<file path="src/rtl/drap_ifetch.sv">
`default_nettype none
// ============================================================================
//  Module   : drap_ifetch
//  Purpose  : DRAP instruction fetch unit. Owns the PC and issues word reads
//             to a synchronous-read instruction memory. Returned words are
//             presented to decode over a valid/ready handshake, backed by a
//             one-entry skid buffer. Redirects flush every stage.
//  Revision : 1.0  initial release
// ============================================================================
module drap_ifetch #(
    parameter int          ADDR_W   = 7,
    parameter int          DATA_W   = 32,
    parameter logic [31:0] RESET_PC = 32'h0000_0000
) (
    input  logic              clk,
    input  logic              reset_n,
    output logic [ADDR_W-1:0] imem_address,
    output logic              imem_write,
    output logic [DATA_W-1:0] imem_data_in,
    input  logic [DATA_W-1:0] imem_data_out,
    input  logic              stall,
    input  logic              redirect_valid,
    input  logic [31:0]       redirect_pc,
    output logic              id_valid,
    input  logic              id_ready,
    output logic [DATA_W-1:0] id_instr,
    output logic [31:0]       id_pc,
    output logic [31:0]       id_pc_plus4
);

    localparam logic [31:0] c_PC_STEP   = 32'd4;
    localparam logic [31:0] c_WORD_MASK = 32'hFFFF_FFFC;

    logic [31:0]       r_pc;
    logic              r_inflight_valid;
    logic [31:0]       r_inflight_pc;
    logic              r_skid_valid;
    logic [DATA_W-1:0] r_skid_instr;
    logic [31:0]       r_skid_pc;
    logic              r_id_valid;
    logic [DATA_W-1:0] r_id_instr;
    logic [31:0]       r_id_pc;

    logic w_accept;
    logic w_issue;

    // Output stage can take a word when empty or being drained this edge.
    // A new read may only start if its data is guaranteed a landing place:
    // the skid is empty and either the output moves or nothing is in flight.
    assign w_accept = !r_id_valid || id_ready;
    assign w_issue  = !stall && !r_skid_valid && (w_accept || !r_inflight_valid);

    // Address truncation gives the natural 127 -> 0 wrap of the word index.
    assign imem_address = r_pc[ADDR_W+1:2];
    assign imem_write   = 1'b0;
    assign imem_data_in = '0;

    assign id_valid    = r_id_valid;
    assign id_instr    = r_id_instr;
    assign id_pc       = r_id_pc;
    assign id_pc_plus4 = r_id_pc + c_PC_STEP;

    // PC and in-flight tracking: redirect wins, otherwise advance on issue.
    always_ff @(posedge clk or negedge reset_n) begin
        if (!reset_n) begin
            r_pc             <= RESET_PC;
            r_inflight_valid <= 1'b0;
            r_inflight_pc    <= '0;
        end else if (redirect_valid) begin
            r_pc             <= redirect_pc & c_WORD_MASK;
            r_inflight_valid <= 1'b0;
        end else if (w_issue) begin
            r_pc             <= r_pc + c_PC_STEP;
            r_inflight_valid <= 1'b1;
            r_inflight_pc    <= r_pc;
        end else begin
            r_inflight_valid <= 1'b0;
        end
    end

    // Skid buffer: catches the arriving word when the output stage is blocked.
    always_ff @(posedge clk or negedge reset_n) begin
        if (!reset_n) begin
            r_skid_valid <= 1'b0;
            r_skid_instr <= '0;
            r_skid_pc    <= '0;
        end else if (redirect_valid) begin
            r_skid_valid <= 1'b0;
        end else if (w_accept) begin
            r_skid_valid <= 1'b0;
        end else if (r_inflight_valid) begin
            r_skid_valid <= 1'b1;
            r_skid_instr <= imem_data_out;
            r_skid_pc    <= r_inflight_pc;
        end
    end

    // Output stage: skid has priority over the in-flight word to keep order.
    always_ff @(posedge clk or negedge reset_n) begin
        if (!reset_n) begin
            r_id_valid <= 1'b0;
            r_id_instr <= '0;
            r_id_pc    <= '0;
        end else if (redirect_valid) begin
            r_id_valid <= 1'b0;
        end else if (w_accept) begin
            if (r_skid_valid) begin
                r_id_valid <= 1'b1;
                r_id_instr <= r_skid_instr;
                r_id_pc    <= r_skid_pc;
            end else if (r_inflight_valid) begin
                r_id_valid <= 1'b1;
                r_id_instr <= imem_data_out;
                r_id_pc    <= r_inflight_pc;
            end else begin
                r_id_valid <= 1'b0;
            end
        end
    end

endmodule
`default_nettype wire

</file>
<file path="config.mk">
export PLATFORM = sky130hd
export DESIGN_NAME = drap_ifetch
export DESIGN_NICKNAME = d
export VERILOG_FILES = /design/src/rtl/drap_ifetch.sv
export SDC_FILE = /design/constraint.sdc
export NUM_CORES = 1
export LEC_CHECK = 0
export CAP_MARGIN = 40
export CORE_ASPECT_RATIO = 0.7
export CORE_MARGIN = 1.5
export CORE_UTILIZATION = 52
export CTS_BUF_LIST = sky130_fd_sc_hd__clkbuf_2
export CTS_CLUSTER_SIZE = 14
export DETAILED_ROUTE_END_ITERATION = 6
export GPL_ROUTABILITY_DRIVEN = 0
export PLACE_DENSITY = 0.89
export SYNTH_ARGS = -nofsm -noshare
export SYNTH_HDL_FRONTEND = slang
export SYNTH_SLANG_ARGS = --single-unit
</file>
<file path="constraint.sdc">
create_clock -name clk -period 2.9 [get_ports clk]
set_input_delay 0.29 -clock clk [delete_from_list [all_inputs] [get_ports clk]]
set_output_delay 0.29 -clock clk [all_outputs]
set_load 0.1 [all_outputs]
</file>
---- After elaboration in Yosys (flattened, before gate mapping) ----
Index checks and enable logic that the tools add are counted.
storage, ports and cells
  register bits ........................... 195
  output and inout port bits .............. 137
cells by class
  add/sub/neg operators ................... 2
  mux-type cells .......................... 15
  bitwise logic cells ..................... 2
  reductions and logical operators ........ 15
operators with widths
  kind                     count
  $mux W32                 6
  $add A32 B3 Y32 const B  2
  $mux W1                  9
  $reduce_and A3 Y1        2
  $reduce_bool A2 Y1       3
  $logic_not A1 Y1         4
  $reduce_bool A3 Y1       1
  $logic_and A1 B1 Y1      2
  $logic_or A1 B1 Y1       2
  $not A1 Y1               2
  $reduce_and A2 Y1        1

---- Longest topological paths before layout ----
  depth after elaboration ................. 6
  depth in mapped cells ................... 6
  gate-level depth less buffers ........... 5

---- Worst setup path after synthesis ----
Ideal clock, no wire load.
  kind .................................... reg2out
  from .................................... register r_id_pc[11], in the netlist id_pc[11]
  to ...................................... output port id_pc_plus4[19]
  arrival ................................. 3.550 ns
  slack ................................... -0.940 ns
  cell stages (with the launch flop) ...... 5
  cells stage by stage .................... dfrtp_1 > nand4_1 > nor3_1 > nand4_1 > xnor2_1
between the ends
  word-level cells in the longest chain between the ends .. 1
ends and longest elaborated chain
  what                    line  text
  start, declared         42    logic [31:0] r_id_pc;
  start signal, assigned  110   r_id_pc <= r_skid_pc;
  start signal, assigned  114   r_id_pc <= r_inflight_pc;
  $add A32 B3 Y32         61    assign id_pc_plus4 = r_id_pc + c_PC_STEP;
  end, declared           28    output logic [31:0] id_pc_plus4
No other way between the ends.

---- Worst setup path after layout ----
  from .................................... register r_id_pc[8], in the netlist id_pc[8]
  to ...................................... output port id_pc_plus4[29]
The elaborated chain is that of the path after synthesis.

==> flow_summary.json <==
{
  "p_int_w": 0.00484,
  "die_area_mm2": 0.0182,
  "num_vias": 6944,
  "cts_tree": "yes",
  "report.final.slew_viol_count": 0,
  "path_clk_slew_ns": 0.26,
  "total_power_w": 0.00994,
  "dp_cells": 1175,
  "drive_gt1_frac": 0.224,
  "worstSkewPairLatency_ns": 0.78,
  "grt_pass1_vias": 6695,
  "stdcell_count": 1246,
  "syn_inst": 818,
  "track_usage": 0.238,
  "ir_worst_vdd_uv": 679,
  "crit_required_ns": 2.61,
  "cts.htree.levels": 4,
  "status": "finished clean",
  "initial_core_util": 0.529,
  "cp.depth": 6,
  "worst_ep_arrival_time_ns": 2.54,
  "core_region_area_mm2": 0.0171,
  "fp-row-count": 40,
  "synth_top_area_frac": 0.517,
  "reg2reg_to": "r_pc[28]$_DFFE_PN0P_",
  "worstPathMaxFanout": 7,
  "switchingPower_w": 0.00510,
  "grt_first_pass_wirelength_um": 34300,
  "grt_start_max_net_pins": 88,
  "ys_seq_elements": 187,
  "yosys_warnings": 0,
  "rsz0062_at_grt": "true",
  "cp-start-kind": "flip-flop",
  "cts_root_buf": "clkbuf_2",
  "fp.dieH_um": 113,
  "synth_top_family_by_area": "multiplexers",
  "fin_skew_ns": 0.0282,
  "hold_viol": 0,
  "switching_share": 0.513,
  "p_comb_frac": 0.506,
  "synth_area_mm2": 0.00905,
  "finalWirelength_um": 21100,
  "finalSetupViolCount": 0,
  "dr.pass1.iters": 5,
  "cp_cell_sequence": "nand4_1 -> buf_6 -> nor3_4 -> nand4_1 -> xnor2_4 -> buf_12",
  "ant_nets": 0,
  "fmax_mhz": 354,
  "grt.overflow.total": 0,
  "yosysUniqueCellTypes": 44,
  "muxShareOfSynthArea": 0.184,
  "port_buffers": 166,
  "cts_sinks": 187,
  "clockBufferDepth": 2,
  "cp-startpoint": "id_pc[8]$_DFFE_PN0P_",
  "critical-path-top-delay-family": "simple AND/OR/NAND/NOR gates",
  "clockPowerShare": 0.132,
  "tightest_slew_ns": 0.504,
  "hpwl_um": 14600,
  "cp_num_buf_inv": 2,
  "yosys.area_share.simple": 0.129,
  "seqPwrFrac": 0.362,
  "power_density_mw_per_mm2": 843,
  "crit_slowest_cell": "dfrtp_2",
  "synth-compound-area-share": 0.0744,
  "post_synth.cell_area_avg_um2": 11.1,
  "relSlewSlack": 0.664,
  "viasPerCell": 5.57,
  "drt_iter0_markers": 372,
  "slowest_delay_ns": 0.46,
  "cts-buffers-inserted": 17,
  "path_common_cell": "nand4_1",
  "fin_nets": 1072,
  "die_x_um": 161,
  "reg2reg_setup_slack_ns": 0.44,
  "wire_per_inst_um": 16.9,
  "route.detailed.drc": 0,
  "crit_end": "id_pc_plus4[29]",
  "finalCritPeriodShare": 0.975,
  "min_path_type": "in -> async",
  "finalCriticalPeriod_ns": 2.83,
  "leakage_nw": 5.01,
  "cap_viol_max_count": 0,
  "antenna_found_initial": 1,
  "timing.rr.start": "r_pc[3]$_DFFE_PN0P_",
  "areaGrowthSynthToFinish_pct": 30.4,
  "synth-adder-area-share": 0.00277,
  "synthXorXnorAreaFrac": 0.0329,
  "worstSetupPathType": "reg -> out",
  "synth_top_area_cell": "dfrtp_1",
  "r2r_cells": 5,
  "ys_seq_area_frac": 0.517,
  "ys_top_cells_by_area": "dfrtp_1, mux2_1, mux2i_1",
  "crit_path_end_kind": "output pin",
  "io_pins": 206
}
## metrics by stage
step                area, um2   util  TNS, ns  hold slack, ns  setup slack (ns)
finish                  11800  0.689        0          0.0349            0.0714
global route            11800  0.689   -0.531        -0.00442           -0.0892
CTS                     11600  0.679        0         0.00427           0.00157
detailed placement      11200  0.653        0          0.0961             0.334
global placement        11100  0.651        0           0.422             0.394
floorplan                9560      -   -0.179        -0.00559            -0.130
## layer usage
metal	vias up	GRT usage	wire length (um)
met1	3446	0.315	9040
met3	21	0.0771	1790
met5	-	0	0
met4	0	0.0679	246
li1	3232	-	-
met2	245	0.377	10000
## area by class of cell
cell class,count,area [um2]
Inverter,5,18.8
Antenna cell,1,2.50
Multi-Input combinational cell,571,4370
Timing Repair Buffer,219,2160
Fill cell,1235,5320
Sequential cell,187,4710
Tap cell,231,289
Clock buffer,17,85.1
Clock inverter,15,163
## timing repair
| action | CTS | global route |
|---|---|---|
| hold buffers | 13 | 3 |
| setup endpoints to repair | 21 | 16 |
| gates resized for setup | 8 | 4 |
| pin swaps | 4 | 11 |
| hold endpoints to repair | 198 | 3 |
| buffers inserted | 5 | 17 |
## kinds of logic after synthesis
family / Yosys count
compound gates: 116
xor+xnor: 34
buf+inv: 96
mux: 155
simple gates: 227
fa+ha+maj: 2
flops: 187
other cells: 1
## how the worst min path moves through the flow
stage / start / end / cells after the start
finish: reset_n / id_instr[30]$_DFFE_PN0P_ / 3
detailed placement: reset_n / r_skid_instr[29]$_DFFE_PN0P_ / 1
global route: redirect_pc[14] / r_pc[14]$_DFFE_PN0P_ / 3
CTS: reset_n / r_inflight_pc[3]$_DFFE_PN0P_ / 3
floorplan: reset_n / id_instr[0]$_DFFE_PN0P_ / 0
global placement: reset_n / r_skid_instr[29]$_DFFE_PN0P_ / 1
## Yosys cell counts (all sizes together)
cell type  instances
conb               1
nor2              88
o21ai             10
o211a              1
or2                2
and3              12
inv                5
clkbuf            26
and3b              1
nand4             21
o311a              1
buf               65
xnor2             27
or4               23
nand2             24
a22oi              1
mux2i             63
nand3             28
nand2b             2
nand4b             2
or3                1
o311ai             1
a22o               1
xor2               7
dfrtp            187
nor3               4
a221o              1
and4               7
nor2b              2
and2               5
o211ai             1
nor3b              1
a31oi             18
a21oi             64
ha                 2
nor4               1
nand3b             1
o31ai             17
or4b               2
mux2              92
## layout by cell type (no fill, tap or decap), types with 17 or more instances in the layout
master	n
a21oi_1	64
a31oi_1	18
buf_12	23
buf_4	112
clkbuf_2	17
clkdlybuf4s50_1	65
conb_1	37
dfrtp_1	165
dfrtp_2	21
mux2_1	92
mux2i_1	63
nand2_1	24
nand3_1	28
nand4_1	21
nor2_1	86
o31ai_1	17
or4_1	23
## power by group through the flow
| stage | clock [W] | sequential, W | combinational [W] |
|---|---|---|---|
| 2_1_floorplan | 0 | 0.00507 | 0.00225 |
| 3_3_place_gp | 0 | 0.00365 | 0.00474 |
| 3_5_place_dp | 0 | 0.00369 | 0.00482 |
| 4_1_cts | 0.00137 | 0.00363 | 0.00490 |
| 5_1_grt | 0.00147 | 0.00367 | 0.00522 |
| 6_report | 0.00132 | 0.00360 | 0.00503 |
## flip-flops by register name, summed over array words and instances (netlist names)
| register | flops |
|---|---|
| id_instr | 32 |
| r_skid_instr | 32 |
| id_pc | 30 |
| r_inflight_pc | 30 |
| r_pc | 30 |
| r_skid_pc | 30 |
| id_valid | 1 |
| r_inflight_valid | 1 |
| r_skid_valid | 1 |
## tightest hold or removal path, delay by kind of cell
family | cells | cell delay [ns]
buffers and inverters | 3 | 0.98
No activity file was read; power rests on OpenSTA's default activity.
